### config.mk
export PLATFORM = sky130hd
export DESIGN_NAME = seg7_scan_ctrl
export DESIGN_NICKNAME = d
export VERILOG_FILES = /design/src/rtl/seg7_scan_ctrl.sv
export SDC_FILE = /design/constraint.sdc
export NUM_CORES = 1
export LEC_CHECK = 0
export CAP_MARGIN = 40
export CELL_PAD_IN_SITES_DETAIL_PLACEMENT = 2
export CELL_PAD_IN_SITES_GLOBAL_PLACEMENT = 2
export CORE_MARGIN = 1.5
export CORE_UTILIZATION = 38
export CTS_CLUSTER_DIAMETER = 100
export CTS_CLUSTER_SIZE = 24
export DETAILED_ROUTE_END_ITERATION = 6
export GPL_TIMING_DRIVEN = 0
export PLACE_DENSITY = 0.82
export SYNTH_ARGS = -nofsm -noshare
export SYNTH_HDL_FRONTEND = slang
export SYNTH_SLANG_ARGS = --single-unit
### constraint.sdc
create_clock -name clk -period 2.4 [get_ports clk]
set_input_delay 0.24 -clock clk [delete_from_list [all_inputs] [get_ports clk]]
set_output_delay 0.24 -clock clk [all_outputs]
set_load 0.05 [all_outputs]
### src/rtl/seg7_scan_ctrl.sv
// rtl/seg7_scan_ctrl.sv - multiplexed 7-segment scan controller with leading-zero blanking
// Staged values reach the display only at frame boundaries, so a frame never mixes two values.
module seg7_scan_ctrl #(
  parameter int NDIG     = 4,
  parameter int DIV      = 50000,
  parameter int BLANK_LZ = 1
) (
  input  logic              clk,
  input  logic              rst,
  input  logic              load,
  input  logic [4*NDIG-1:0] value,
  output logic              ready,
  output logic [3:0]        num,
  output logic [NDIG-1:0]   an,
  output logic              frame_done
);

  localparam int PC_W  = (DIV > 1) ? $clog2(DIV) : 1;
  localparam int IDX_W = $clog2(NDIG);
  localparam logic [PC_W-1:0]  PC_LAST  = PC_W'(DIV - 1);
  localparam logic [IDX_W-1:0] IDX_LAST = IDX_W'(NDIG - 1);

  logic [PC_W-1:0]   r_pc;
  logic [IDX_W-1:0]  r_idx;
  logic [4*NDIG-1:0] r_active;
  logic [4*NDIG-1:0] r_staged;
  logic              r_pending;
  logic              r_frame_done;

  logic              w_tick;
  logic              w_wrap;
  logic [3:0]        w_num;
  logic [NDIG-1:0]   w_sel;
  logic [IDX_W-1:0]  w_msd;

  assign w_tick = (r_pc == PC_LAST);
  assign w_wrap = w_tick && (r_idx == IDX_LAST);

  always_ff @(posedge clk or posedge rst) begin
    if (rst) begin
      r_pc         <= '0;
      r_idx        <= '0;
      r_active     <= '0;
      r_staged     <= '0;
      r_pending    <= 1'b0;
      r_frame_done <= 1'b0;
    end else begin
      r_pc         <= w_tick ? '0 : r_pc + PC_W'(1);
      r_frame_done <= w_wrap;
      if (w_tick) begin
        r_idx <= w_wrap ? '0 : r_idx + IDX_W'(1);
      end
      // Commit reads the old staged value even when a load lands in the same cycle.
      if (w_wrap && r_pending) begin
        r_active <= r_staged;
      end
      if (load) begin
        r_staged <= value;
      end
      if (load) begin
        r_pending <= 1'b1;
      end else if (w_wrap) begin
        r_pending <= 1'b0;
      end
    end
  end

  // Digit mux, one-hot select and most-significant nonzero digit in one pass.
  always_comb begin
    w_num = 4'd0;
    w_sel = '0;
    w_msd = '0;
    for (int k = 0; k < NDIG; k++) begin
      if (r_active[4*k +: 4] != 4'd0) begin
        w_msd = IDX_W'(k);
      end
      if (r_idx == IDX_W'(k)) begin
        w_num    = r_active[4*k +: 4];
        w_sel[k] = 1'b1;
      end
    end
  end

  assign num        = w_num;
  assign an         = ((BLANK_LZ != 0) && (r_idx > w_msd)) ? '0 : w_sel;
  assign ready      = !r_pending;
  assign frame_done = r_frame_done;

endmodule

==> run metrics, run 1 <==
RSZ-0062 raised after global routing=true; dominant cells by area after synthesis=dfrtp_1 54%, mux2_2 11%, mux2_4 5.6%; Post-Synthesis Mean Instance Area=between 10 and 15 sq um; Root Driver=clkbuf_8; flops & latches, synth=between 50 and 60; R2R Setup Slk=between 0.1 and 0.15 ns; DR WL/cell=20.73 um; post-layout min period=about 2.5 ns; DIE WIDTH=around 83 um; Psw=about 360 uW; Worst setup startpoint=r_active[9]; # setup viols final=3; setup slack after layout=-0.1162 ns; Max Root-Sink Buffers=2; clock buffer count from CTS=5; Via-to-Cell Ratio=between 5 and 6; vias in the first global route=between 1500 and 2000; Hold Crit Class=input port to asynchronous set/reset pin; vias=around 1600; Die H=just over 80 um; layout cells sized above 1=31.76%; Cell Area, Synth=2426 sq um; clk_skew=between 0.005 and 0.006 ns; Reg-to-Reg Start=r_pc[13]; Required @ worst endpoint=about 2.2 ns; Placer Congestion=0.7582; count of different cell masters after synthesis=35; Sequential Power Share=between 50% and 60%; nets@finish=259; max-slew violations=0; worst path arrival time=2.28 ns; Area Overhead vs Synth=27.44%; initial core utilization=~40%; total grt overflow=0; post-route cell area=3092 sq um; Mapped Cells=between 150 and 200; Post-DP Area=approximately 2800 sq um; sw frac=roughly 19%; worst hold slack=~0.38 ns; status=finished, violations left; FF+latch area=~1300 sq um; Hold Vio Cnt, Final=0; clk slew on worst S/H paths=0.10 ns; first-pass GRT wire length=around 11000 um; FP Rows=28; Post-Route WL=~6400 um; post-route insts no fill=308; die area=6872 sq um; DRT iter0 DRCs=41; Pleak=between 0.001 and 0.0015 uW; Worst-Skew Late Latency=~0.31 ns; n_diodes=0; Period Utilization, post-route=104.8%; Crit. End Element=primary output; PortBufs=27; Comb pwr share=about 4.9%; VDD IR max=0.0003129 V; share of the synthesized area in the top cell type=a little over half; largest net degree at the start of global routing=33; type of the worst setup path=register to primary output; top cell type by total area after synthesis=dfrtp_1; number of iterations in the first detailed-routing pass=4; syn_nets=between 200 and 250; cell internal pwr=~1500 uW; Post-CTS Hold Buffers=0; maximum fanout along the worst path=3; Filler Cell Count=603; clk sinks=52; multi-input logic area=1125 sq um; CTS tree=built; H-Tree Depth=2; core area=6026 sq um; detailed placer's ending HPWL=4101 um; IO Count=29; commonest cells after routing, fill and taps aside=51 x dfrtp_1, 23 x mux2_2, 20 x clkdlybuf4s50_1; Post-Place Cells=~300; # DRC=0; FMAX=0.3974 GHz; Setup WS pre-CTS=-0.5833 ns; Synth Warn #=0; Routed Antenna Nets=0; Total GRT Usage=about 20%; startpoint types=register; most common cell after layout, fill and taps aside=dfrtp_1; max_cap viols=0; failing checks=setup timing; Max-Slew Margin vs Limit=about 49%; sequential area share after synthesis=between 50% and 60%; Setup TNS=-0.3335 ns; Slew @ Worst Pin=about 0.76 ns; initial antenna violation count=0; Power Density=a little under 600 nW/um^2; share of total power in the clock network=between 40% and 50%
==> metal layers <==
| metal | track usage (%) | vias to the layer above | share of wire (%) |
|---|---|---|---|
| li1 | - | 750 | - |
| met1 | 26.95 | 840 | 47 |
| met2 | 34.29 | 18 | 51 |
| met3 | 2.485 | 8 | 1.7 |
| met4 | 5.455 | 0 | 1.1 |
| met5 | 0 | - | 0 |
==> state kept, by name (all words and copies together), names as in the netlist <==
| name | flops |
|---|---|
| r_pc | 16 |
| frame_done | 1 |
| r_staged | 16 |
| r_active | 16 |
| r_idx | 2 |
| r_pending | 1 |
==> worst max-delay path: stages, from the launching register on <==
cell and delay, ns:
dfrtp_1 0.40, or4_4 0.58, nor2_4 0.16, ha_4 0.22, nor2b_4 0.13, o21ai_4 0.17, and2_4 0.18, buf_8 0.14
==> area by class of cell <==
type / count / area share [%]
Timing Repair Buffer: 35 / 11.45
Multi-Input combinational cell: 129 / 36.38
Clock buffer: 5 / 2.226
Buffer: 5 / 1.376
Sequential cell: 52 / 42.13
Clock inverter: 3 / 2.914
Inverter: 4 / 0.4856
Tap cell: 75 / 3.035
==> repair_timing <==
action / 4_1_cts / 5_1_grt
setup endpoints to repair: 17 / 8
pin swaps: 5 / 1
setup buffers: 6 / 1
gates resized for setup: 61 / 10
==> Yosys cell counts <==
| master | number |
|---|---|
| dfrtp_1 | 52 |
| mux2_2 | 23 |
| nand2_1 | 14 |
| mux2_4 | 9 |
| nor2_1 | 9 |
| ha_1 | 8 |
| nand3_1 | 7 |
| nor2b_1 | 6 |
| and3_1 | 5 |
| o21ai_0 | 5 |
| xnor2_1 | 5 |
| xor2_1 | 5 |
| and2_1 | 4 |
| clkbuf_1 | 4 |
| inv_1 | 4 |
| a21oi_1 | 3 |
| a221oi_1 | 3 |
| nor3_1 | 3 |
| o31ai_1 | 3 |
| mux2i_1 | 2 |
| nor4_1 | 2 |
| o21bai_1 | 2 |
| or4_1 | 2 |
| a21o_1 | 1 |
| buf_1 | 1 |
| buf_12 | 1 |
| buf_6 | 1 |
| mux2_1 | 1 |
| nand2b_1 | 1 |
| nand3b_1 | 1 |
| nand4bb_1 | 1 |
| nor4_4 | 1 |
| or3_1 | 1 |
| or4b_4 | 1 |
| or4bb_1 | 1 |
==> power by group through the flow <==
stage	Sequential, uW	Combinational [uW]	Clock (uW)
6_report	919	90.5	825
4_1_cts	920	92.3	842
3_3_place_gp	933	81.1	0
5_1_grt	923	99.3	868
3_5_place_dp	938	91.7	0
2_1_floorplan	929	46.2	0
==> kinds of logic (layout without fill, tap and decap cells) <==
group                    Yosys count  in the layout  share of synthesized area (%)
multiplexers                      35             35                          17.53
adder cells (fa/ha/maj)            8              8                          4.126
AO/OA/AOI/OAI                     17             17                          4.590
buffers and inverters             11             52                          2.681
flip-flops                        52             52                          53.64
XOR/XNOR                          10             10                          3.610
AND/OR/NAND/NOR                   59             59                          13.82
==> final timing paths <==
kind,endpoint,depth (start not counted)
setup reg to reg,r_active[6],6
max in group asynchronous,r_staged[10],3
hold reg to reg,r_pc[15],1
hold / removal,r_staged[1],2
setup / recovery,an[1],7
min in group clk,r_pc[15],1
==> stage by stage <==
step | utilization, % | total power, uW
4_1_cts | 50.75 | 1854
6_report | 51.31 | 1835
2_1_floorplan | - | 974.8
5_1_grt | 51.31 | 1890
3_5_place_dp | 46.76 | 1029
3_3_place_gp | 46.30 | 1014
(Power assumes the default switching activity.)
==> inputs of run 2 (changes only) <==
--- a/config.mk
+++ b/config.mk
@@ -8,6 +8,7 @@
 export CAP_MARGIN = 40
 export CELL_PAD_IN_SITES_DETAIL_PLACEMENT = 2
 export CELL_PAD_IN_SITES_GLOBAL_PLACEMENT = 2
+export CORE_ASPECT_RATIO = 0.5
 export CORE_MARGIN = 1.5
 export CORE_UTILIZATION = 38
 export CTS_CLUSTER_DIAMETER = 100
==> run 2 against run 1 <==
  * The flow still finishes with violations (setup timing)
  * Flip-flop and latch count unchanged
  * Via count up 1.3%
  * Clock skew up 0.0047 ns
  * Die area up 0.43%
  * Final cell count up 4.2%
  * Hold slack worse by 0.11 ns
  * Non-clock buffer count up 1
  * Power down 6.1%
  * Global-route usage up 0.61 points
  * Register-to-register slack about the same
  * Worst setup slack better by 0.049 ns
  * Sequential power about the same
  * Critical endpoint is now an[3]
==> run metrics, run 2 (synthesis results as in run 1) <==
Psw=roughly 390 uW; nets@finish=260; n_diodes=0; Overall Power=about 1700 uW; max-slew violations=0; Comb pwr share=5.2%; Power Density=555.7 nW/um^2; # DRC=0; Root Driver=clkbuf_16; Placer Congestion=~0.74; DRT iter0 DRCs=21; # setup viols final=3; Largest stage delay, worst path=0.58 ns; cell family with most CP delay=simple AND/OR/NAND/NOR gates; vias=roughly 1600; Worst setup startpoint=r_active[9]; DR WL/cell=20.72 um; crit path buf inv count=1; worst path arrival time=approximately 2.2 ns; IO Count=29; CTS tree=built; sw frac=between 20% and 30%; Post-Place Cells=between 300 and 400; Required @ worst endpoint=2.16 ns; clk slew on worst S/H paths=0.07 ns; Crit. End Element=primary output; Period Utilization, post-route=102.8%; worst hold slack=~0.27 ns; setup slack after layout=-0.06743 ns; RR Endpoint=r_active[6]; Setup WS pre-CTS=-0.5777 ns; Reg2Reg Depth=6; RSZ-0062 raised after global routing=true; Die H=59.50 um; FP Rows=20; detailed placer's ending HPWL=~4000 um; Top Registers=r_active (16), r_pc (16), r_staged (16); status=finished, violations left; type of the worst setup path=register to primary output; share of total power in the clock network=between 40% and 50%; initial core utilization=roughly two fifths; Area Overhead vs Synth=27.75%; VDD IR max=roughly 0.00041 V; Post-CTS Hold Buffers=0; failing checks=setup timing; cell internal pwr=1337 uW; clk_skew=0.01028 ns; Total GRT Usage=between 20% and 30%; post-route insts no fill=321; Via-to-Cell Ratio=just over 5; maximum fanout along the worst path=3; vias in the first global route=~1900; total grt overflow=0; Routed Antenna Nets=0; core area=a little over 6000 sq um; Worst-Skew Late Latency=0.30 ns; CP max-delay cell=or4_4; max_cap viols=0; Max Root-Sink Buffers=2; Max-Slew Margin vs Limit=60.89%; Post-Route WL=6652 um; clock buffer count from CTS=5; most common cell after layout, fill and taps aside=dfrtp_1; FMAX=a little over 0.4 GHz; Hold Crit Class=input port to asynchronous set/reset pin; first-pass GRT wire length=about 10000 um; PortBufs=27; post-layout min period=2.467 ns; Pleak=about 0.0014 uW; startpoint types=register; R2R Setup Slk=0.12 ns; layout cells sized above 1=between 30% and 40%; initial antenna violation count=0; clk sinks=52; Hold Vio Cnt, Final=0; commonest cells after routing, fill and taps aside=51 x dfrtp_1, 23 x mux2_2, 20 x clkdlybuf4s50_1; largest net degree at the start of global routing=37; Sequential Power Share=about 53%; number of iterations in the first detailed-routing pass=3; DIE WIDTH=approximately 120 um; H-Tree Depth=2; Slew @ Worst Pin=0.5867 ns; Reg-to-Reg Start=r_pc[13]; die area=6902 sq um; CP cell instances=or4_4, nor2_4, ha_4, nor2b_4, o21ai_4, and2_4, buf_8
run 2: through the flow:
step	utilization (%)	instance area (sq um)	TNS [ns]
final	50.76	3099	-0.1865
after global routing	50.76	3099	-0.3846
after CTS	49.32	3012	-0.2771
after detailed placement	46.29	2826	-2.206
after global placement	45.96	2806	-4.781
after floorplan	-	2426	0
run 2: per-layer routing:
metal,global-route usage [%],vias to the layer above,wire [um]
met5,0,-,0
met4,5.575,0,127
met3,5.215,12,135
met2,38.15,20,3473
met1,24.46,855,2917
li1,-,750,-
run 2: area by class of cell:
cell class                      count  area, sq um
Fill cell                         598         3007
Sequential cell                    52         1303
Multi-Input combinational cell    129         1149
Timing Repair Buffer               35        342.8
Clock buffer                        6        128.9
Tap cell                           88        110.1
Buffer                              6        46.29
Inverter                            4        15.01
Clock inverter                      1        5.005
run 2: worst max-delay path by stage:
stage                     endpoint  slack, ns  cells past startpoint
after detailed placement     an[1]      -0.58                      7
after CTS                    an[3]       -0.1                      7
after global placement       an[2]      -0.45                      7
after global routing         an[3]      -0.13                      7
after floorplan             num[0]      0.008                      5
final                        an[3]      -0.07                      7
run 2: power by group through the flow:
stage          logic [uW]  registers (uW)  clock network [uW]
5_1_grt              98.6             922                 762
2_1_floorplan        46.2             929                   0
4_1_cts              90.9             919                 711
3_5_place_dp         90.1             936                   0
3_3_place_gp         79.6             933                   0
6_report             89.5             918                 715
run 2: timing repair:
item | CTS | global route
setup buffers | 5 | 2
setup endpoints to repair | 13 | 8
pin swaps | 5 | 4
gates resized for setup | 55 | 17
==> inputs of run 3 (changes only) <==
--- a/config.mk
+++ b/config.mk
@@ -9,13 +9,12 @@
 export CELL_PAD_IN_SITES_DETAIL_PLACEMENT = 2
 export CELL_PAD_IN_SITES_GLOBAL_PLACEMENT = 2
 export CORE_ASPECT_RATIO = 0.5
-export CORE_MARGIN = 1.5
-export CORE_UTILIZATION = 38
+export CORE_UTILIZATION = 34
 export CTS_CLUSTER_DIAMETER = 100
 export CTS_CLUSTER_SIZE = 24
 export DETAILED_ROUTE_END_ITERATION = 6
 export GPL_TIMING_DRIVEN = 0
-export PLACE_DENSITY = 0.82
+export PLACE_DENSITY = 0.78
 export SYNTH_ARGS = -nofsm -noshare
 export SYNTH_HDL_FRONTEND = slang
 export SYNTH_SLANG_ARGS = --single-unit
==> constraint.sdc (replaced) <==
create_clock -name clk -period 2.05 [get_ports clk]
set_input_delay 0.205 -clock clk [delete_from_list [all_inputs] [get_ports clk]]
set_output_delay 0.205 -clock clk [all_outputs]
set_load 0.05 [all_outputs]
==> run 3 against run 2 <==
  * The flow still finishes with violations (setup timing)
  * Flip-flop and latch count unchanged
  * Routed wire length up 18%
  * Global-route usage up 0.87 points
  * First-iteration DRC count rose to 4.1 times the previous value
==> run metrics, run 3 (synthesis results as in run 1) <==
status=finished, violations left; failing checks=setup timing; Crit. End Element=primary output; FMAX=a little over 0.4 GHz; Filler Cell Count=approximately 650; Hold Crit Class=input port to asynchronous set/reset pin; Area Overhead vs Synth=37.96%; DIE WIDTH=approximately 120 um; Placer Congestion=about 0.77; first-pass GRT wire length=roughly 12000 um; Overall Power=2070 uW; worst path arrival time=roughly 2.3 ns; vias in the first global route=between 2000 and 2500; Worst-Skew Late Latency=roughly 0.3 ns; startpoint types=register; Max-Slew Margin vs Limit=about 56%; layout cells sized above 1=slightly above 40%; Slew @ Worst Pin=roughly 0.67 ns; FP Rows=21; # DRC=0; Period Utilization, post-route=120.2%; GR met1 Demand/Resource=24.21%; vias=1724; n_diodes=0; Setup WS pre-CTS=-0.9254 ns; number of iterations in the first detailed-routing pass=4; core area=6779 sq um; Setup TNS=-3.681 ns; Post-CTS Hold Buffers=0; Required @ worst endpoint=1.85 ns; Hold Vio Cnt, Final=0; Post-Route WL=7824 um; detailed placer's ending HPWL=4188 um; largest net degree at the start of global routing=33; Top Registers=r_active (16), r_pc (16), r_staged (16); clk_skew=between 0.01 and 0.015 ns; Power Density=slightly above 600 nW/um^2; H-Tree Depth=2; die area=7498 sq um; initial core utilization=around 36%; max_cap viols=0; clk sinks=52; Max Root-Sink Buffers=2; initial antenna violation count=0; CP cell instances=or4_4, nor2_4, ha_4, nor2b_4, o21ai_4, and2_4, buf_8; type of the worst setup path=register to primary output; post-layout min period=2.464 ns; # setup viols final=20; maximum fanout along the worst path=3; met3 Use GR=about 3.7%; cell family with most CP delay=simple AND/OR/NAND/NOR gates; clock buffer count from CTS=5; commonest cells after routing, fill and taps aside=50 x dfrtp_1, 19 x clkdlybuf4s50_1, 17 x mux2_2; IO Count=29; RSZ-0062 raised after global routing=true; most common cell after layout, fill and taps aside=dfrtp_1; max-slew violations=0; PortBufs=27; Root Driver=clkbuf_16; met2 usage=approximately 43%; Die H=roughly 62 um; VDD IR max=roughly 0.00031 V; Via-to-Cell Ratio=5.146; DR WL/cell=between 20 and 25 um; Final Core Density=between 40% and 50%; Routed Antenna Nets=0; total grt overflow=0; CTS tree=built; R2R Setup Slk=-0.23 ns; Total GRT Usage=a little over a fifth; DRT iter0 DRCs=86; crit path buf inv count=1; Largest stage delay, worst path=0.59 ns; setup slack after layout=-0.4139 ns; CP max-delay cell=or4_4; Pleak=around 0.0015 uW; clk slew on worst S/H paths=about 0.070 ns; nets@finish=roughly 270; grt peak-use layer=met2
run 3: cell count changes in the layout (fill, tap and decap cells not counted), sizes merged:
cell	delta
clkinv	+1
buf	+11
clkbuf	-2
clkdlybuf4s50	-1
dlymetal6s2s	+1
run 3: worst paths after layout:
kind	to	start	cells past startpoint
worst max-delay path	an[3]	r_active[11]	7
worst min-delay path	r_pc[15]	rst	2
worst max register to register	r_active[6]	r_pc[13]	7
worst min register to register	r_pc[15]	r_pc[15]	1
max in group asynchronous	r_idx[1]	rst	3
min in group clk	r_staged[9]	load	2
run 3: report_power, final:
group | switching (uW) | internal (uW)
clock network | 395 | 483
registers | 22.8 | 1060
logic | 49.3 | 62.7
run 3: area by class of cell:
class | count | area (sq um) | share of cell area (%)
Sequential cell | 52 | 1304 | 38.95
Multi-Input combinational cell | 129 | 1242 | 37.12
Timing Repair Buffer | 45 | 473.0 | 14.13
Clock buffer | 6 | 138.9 | 4.150
Tap cell | 92 | 115.1 | 3.439
Buffer | 5 | 43.79 | 1.308
Inverter | 4 | 20.02 | 0.5981
Clock inverter | 2 | 10.01 | 0.2991
run 3: per-stage QoR:
stage	cells	area [sq um]	hold slack (ns)
after CTS	332	3249	0.2684
final	335	3347	0.2661
after detailed placement	312	2851	0.4756
after global placement	311	2831	0.4567
after global routing	335	3347	0.3120
after floorplan	192	2446	0.3567
run 3: what timing repair did:
action	in CTS	in global routing
cloned	1	0
pin swaps	9	8
setup buffers	13	4
setup endpoints to repair	32	25
resized for setup	78	20
run 3: metal layers:
| layer | part of all wire (%) | vias to the layer above | wire length (um) |
|---|---|---|---|
| met2 | 52 | 30 | 4056 |
| met1 | 44 | 911 | 3408 |
| met3 | 2.4 | 14 | 186 |
| met4 | 2.2 | 0 | 173 |
| li1 | - | 769 | - |
| met5 | 0 | - | 0 |
==> edit 1, RTL diff (settings of run 2) <==
`NDIG`: 4 -> 8.
--- a/src/rtl/seg7_scan_ctrl.sv
+++ b/src/rtl/seg7_scan_ctrl.sv
@@ -3,3 +3,3 @@
 module seg7_scan_ctrl #(
-  parameter int NDIG     = 4,
+  parameter int NDIG     = 8,
   parameter int DIV      = 50000,
Interface: changed (resized an and value); port bits go from 29 to 49. No check against the original RTL was run, so the function may have changed too.
==> edit 1 against run 2 <==
The flow still finishes with violations (negative setup slack); wire length grew to 2.7 times the old value; hold slack worse by 0.0058 ns; combinational power is 100% higher; critical path depth is 4 higher; sequential cell count is 33 higher; setup slack worse by 0.68 ns; sequential share of layout area is 5.7 points lower; power is 93% higher; area after synthesis is 65% higher; design area is 90% higher; clock skew is 0.00062 ns higher; critical path type unchanged; largest cell class is now multi-input combinational cells.
==> edit 1: results (changes against run 2) <==
Synth
  • Mapped Cells: 337 (was 192)
  • Synth top cells by count: 85 x dfrtp_1, 62 x mux2_2, 22 x nor2_1, 21 x nand2_1, 16 x a21oi_1 (was 52 x dfrtp_1, 23 x mux2_2, 14 x nand2_1, 9 x mux2_4, 9 x nor2_1)
  • Register area share after synthesis: 53.2% (was 53.6%)
  • Synth area leaders: dfrtp_1 53%, mux2_2 17%, ha_1 3.1%, nor2_1 2.1%, a21oi_1 2.0% (was dfrtp_1 54%, mux2_2 11%, mux2_4 5.6%, ha_1 4.1%, nand2_1 2.2%)

Placed design
  • Port bufs: 47 (was 27)
  • Pre-CTS worst setup slack: -1.12 ns (was -0.578 ns)
  • Post-DP HPWL: 8120 um (was 4120 um)

GRT
  • Largest net degree at the start of global routing: 41 (was 37)
  • First-pass GRT wire length: 22500 um (was 10400 um)
  • Overall routing resource usage: 28.6% (was 20.7%)

Clock tree
  • CTS Buf Count: 9 (was 5)
  • Clk_lat worst skew: 0.36 ns (was 0.30 ns)
  • H-tree depth: 3 (was 2)

Critical path
  • Slowest stage delay, CP: 0.46 ns (was 0.58 ns)
  • CP arrival: 2.91 ns (was 2.23 ns)
  • Critical-path top delay cell: dfrtp_2 (was or4_4)
  • CP Max Fanout: 6 (was 3)

Status
  • Status: complete, but fails checks (unchanged)
  • Failing checks: negative setup slack (unchanged)

Final layout
  • Footprint of the multi-input gates: 0.00224 mm2 (was 0.00115 mm2)
  • Leading registers by flop count: r_active x32, r_staged x32, r_pc x16 (was r_active x16, r_pc x16, r_staged x16)
  • Share of layout cells above drive strength 1: 45.5% (was 31.8%)
  • Final-layout fill cell count: 944 (was 598)

STA
  • Setup WS post-layout: -0.752 ns (was -0.0674 ns)
  • Worst Clk Skew: 0.0109 ns (was 0.0103 ns)
  • Final Setup Violations: 12 (was 3)

Routing
  • DRT Wirelength: 18200 um (was 6650 um)
  • Initial DRT Pass Iterations: 4 (was 3)
  • Via Count: 3309 (was 1637)

Power and ir drop
  • Maximum VDD drop: 0.339 mV (was 0.414 mV)
==> edit 1: cell count changes in the layout (fill, tap and decap cells not counted), moves of 7 or more <==
cell,change
buf_6,+20
buf_4,+17
a21oi_1,+9
nand2_1,+7
mux2_2,+39
mux2_4,-9
clkdlybuf4s50_1,+15
inv_1,+7
nor2_1,+9
dfrtp_1,+29
nor4_4,+7
==> edit 1: worst max-delay path: cells and delay by family, from the launching register on <==
family	cells	cell delay, ns
DFF	1	0.46
and+or+nand+nor	4	0.90
AOI/OAI and AO/OA	4	0.64
adders and majority gates	1	0.16
buffers and inverters	2	0.39
==> edit 1: cells by family (layout without fill, tap and decap cells) <==
family,Yosys count,count (layout),share of synthesized area (%)
AND/OR/NAND/NOR,96,96,13.5
buffers and inverters,28,124,3.22
multiplexers,64,64,18.0
XOR/XNOR,12,12,2.63
adder cells (fa/ha/maj),10,10,3.13
flip-flops,85,85,53.2
AO/OA/AOI/OAI,42,42,6.32
==> edit 1: timing repair <==
action / CTS / global route
setup buffers: 18 / 15
gates resized for setup: 138 / 41
hold buffers: 0 / 0
endpoints found under the setup margin: 42 / 42
pin swaps: 12 / 18
==> edit 1: area by class of cell <==
class / instances / area share (%)
well taps: 140 / 2.98
multi-input cells: 224 / 38.0
repair buffers: 82 / 13.8
clock buffers: 12 / 4.53
inverters: 14 / 1.15
plain buffers: 13 / 2.09
flip-flops and latches: 85 / 36.3
clock inverters: 3 / 1.15
==> edit 1: power groups by stage <==
stage | Clock [mW] | Combinational [mW] | Sequential [mW]
after global placement | 0 | 0.152 | 1.54
after floorplan | 0 | 0.0869 | 1.53
after global routing | 1.68 | 0.195 | 1.53
final | 1.62 | 0.181 | 1.53
after CTS | 1.58 | 0.175 | 1.52
after detailed placement | 0 | 0.173 | 1.55
==> edit 1: metal layers <==
metal	wire length [um]	part of all wire, %	vias to the layer above	global-route usage [%]
met2	9110	50	127	52.0
li1	-	-	1381	-
met4	805	4.4	0	9.68
met1	7290	40	1744	33.6
met5	0	0	-	0
met3	961	5.3	57	7.96
==> edit 1: path summary, 6_finish.rpt <==
path                                           from                        to  depth (start not counted)  slack, ns
max in group asynchronous                       rst  r_active[17]$_DFFE_PP0P_                          4       1.29
setup reg to reg                  r_pc[0]$_DFF_PP0_      r_idx[1]$_DFFE_PP0P_                          5       0.07
setup / recovery           r_active[10]$_DFFE_PP0P_                     an[2]                         11      -0.75
hold / removal                                  rst   r_staged[7]$_DFFE_PP0P_                          2       0.26
min in group clk                               load  r_staged[30]$_DFFE_PP0P_                          2       0.34
hold reg to reg            r_staged[30]$_DFFE_PP0P_  r_staged[30]$_DFFE_PP0P_                          1       0.52
==> edit 2, RTL diff (config.mk and constraints of run 2) <==
Without the edit above. Reset style: synchronous (`rst`), changed in one clocked block.
--- a/src/rtl/seg7_scan_ctrl.sv
+++ b/src/rtl/seg7_scan_ctrl.sv
@@ -38,3 +38,3 @@
 
-  always_ff @(posedge clk or posedge rst) begin
+  always_ff @(posedge clk) begin
     if (rst) begin
Formal check against the unedited RTL: differs if rst is asserted again (counterexample within 4 cycles, from zero or initial values and one cycle with rst high); with rst held inactive, the same outputs for 10 cycles.
==> edit 2 against run 2 <==
Design area decreased by 2.7%; area after synthesis decreased by 0.88%; first-iteration DRC count increased to 3.0 times the old value; sequential cell count unchanged; setup slack improved by 0.069 ns; clock skew decreased by 0.0030 ns; wire length increased by 9.5%; die area decreased by 0.85%; power decreased by 0.14%; highest routed layer unchanged.
==> edit 2: results (changes against run 2) <==
Status
  • Status: complete, no violations (was complete, but fails checks)

Power and ir drop
  • Total Power: 1.72 mW (about the same)
  • Maximum VDD drop: 0.275 mV (was 0.414 mV)
  • Leakage power: 1.12 nW (was 1.41 nW)
  • Sequential share of power: 52.3% (was 53.3%)
  • Power Combinational: 0.101 mW (was 0.0895 mW)
  • Psw: 0.366 mW (was 0.386 mW)

Routing
  • Initial DRT Pass Iterations: 4 (was 3)
  • WL met1: 3240 um (was 2920 um)
  • Met3 WL: 161 um (was 135 um)
  • Drt initial violations: 64 (was 21)
  • Vias per inst: 5.38 (was 5.10)
  • Max layer used: met4 (unchanged)
  • DRT Wirelength: 7280 um (was 6650 um)
  • Met2 routed WL: 3780 um (was 3470 um)

Final layout
  • Final-layout fill cell count: 668 (was 598)
  • Share of layout cells above drive strength 1: 14.7% (was 31.8%)
  • Final Non-Filler Cells: 394 (was 321)
  • Post-layout util: 49.6% (was 50.8%)
  • Nets: 332 (was 260)

GRT
  • Largest net degree at the start of global routing: 15 (was 37)
  • Overall routing resource usage: 22.5% (was 20.7%)
  • Vias in the first global route: 2294 (was 1928)
  • Antenna violations before repair: 0 (unchanged)

Synth
  • Dominant synthesized flop cell: dfxtp_1 (was dfrtp_1)
  • Register area share after synthesis: 43.3% (was 53.6%)
  • YS warnings: 0 (unchanged)
  • Net Count, Synth: 298 (was 219)
  • Synth cell types: 38 (was 35)
  • Synth top cells by count: 52 x dfxtp_1, 33 x nor2_1, 26 x a21oi_1, 23 x nand4_1, 21 x o21ai_0 (was 52 x dfrtp_1, 23 x mux2_2, 14 x nand2_1, 9 x mux2_4, 9 x nor2_1)
  • Share of flip-flops with an asynchronous set or reset: 0% (was 100%)
  • Syn Area/Cell: 8.87 um2 (was 12.6 um2)
  • Synth area leaders: dfxtp_1 43%, mux2i_1 6.7%, nand4_1 6.0%, a21oi_1 5.4%, nor2_1 5.2% (was dfrtp_1 54%, mux2_2 11%, mux2_4 5.6%, ha_1 4.1%, nand2_1 2.2%)

Worst hold path
  • Hold EP: r_active[15]$_SDFFE_PP0P_

Placed design
  • Post-DP HPWL: 5070 um (was 4120 um)
  • Port bufs: 26 (was 27)
  • Final GP Congestion: 0.808 (was 0.740)
  • Pre-CTS worst setup slack: -0.465 ns (was -0.578 ns)
  • Cell area after placement: 0.00278 mm2 (was 0.00283 mm2)

Critical path
  • Reg2Reg Setup Slack: 0.30 ns (was 0.12 ns)
  • Reg2reg start: r_idx[0]$_SDFFE_PP0N_ (was r_pc[13]$_DFF_PP0_)
  • R2R depth: 7 (was 6)
  • RR Endpoint: r_active[6]$_SDFFE_PP0P_ (was r_active[6]$_DFFE_PP0P_)
  • CP arrival: 2.16 ns (was 2.23 ns)

STA
  • Worst Clk Skew: 0.00728 ns (was 0.0103 ns)
  • Max_slew headroom: 62.3% (was 60.9%)
  • Min Hold Slack: 0.176 ns (was 0.268 ns)

Clock tree
  • H-tree depth: 2 (unchanged)
  • CTS Buf Count: 5 (unchanged)
-- edit 2: cell count changes in the layout (fill, tap and decap cells not counted), moves of 21 or more --
cell            run 2  this run
a21oi_1             3        24
dfrtp_1            51         0
dfxtp_1             0        47
mux2_2             23         0
nand4_1             0        23
nor2_1              8        32
-- edit 2: kinds of logic (layout without fill, tap and decap cells) --
group	count (synthesis)	count (layout)	synth area share [%]
adders and majority gates	8	8	4.16
and+or+nand+nor	104	104	23.6
xor gates and xnor gates	14	14	5.10
buffers and inverters	24	59	5.72
AOI/OAI and AO/OA	53	53	11.5
DFF	52	52	43.3
muxes	16	16	6.66
-- edit 2: timing repair --
item                                    in CTS  in global routing
pin swaps                                    4                  5
buffers inserted                             1                  1
hold buffers                                 0                  0
endpoints found under the setup margin       7                  7
gates resized for setup                     47                 26
-- edit 2: layout make-up --
| cell class | instances | area share (%) |
|---|---|---|
| tap | 88 | 3.65 |
| inverter | 5 | 0.622 |
| sequential | 52 | 34.7 |
| timing repair buffer | 28 | 9.17 |
| buffer | 18 | 3.82 |
| multi-input combinational | 195 | 43.2 |
| clock buffer | 8 | 4.85 |
-- edit 2: how the worst max path moves through the flow --
stage / from / endpoint / slack [ns]
2_1_floorplan: r_idx[1]$_SDFFE_PP0N_ / num[0] / 0.03
3_3_place_gp: r_active[8]$_SDFFE_PP0P_ / an[3] / -0.40
3_5_place_dp: r_active[8]$_SDFFE_PP0P_ / an[1] / -0.46
4_1_cts: r_active[11]$_SDFFE_PP0P_ / an[1] / -0.04
5_1_grt: r_active[9]$_SDFFE_PP0P_ / an[2] / -0.08
6_report: r_active[9]$_SDFFE_PP0P_ / an[2] / 0.001
-- edit 2: layer usage --
layer  up-vias  global-route usage [%]
li1       1031                       -
met1      1057                    26.9
met2        19                    41.8
met3        12                    5.11
met4         0                    5.64
met5         -                       0
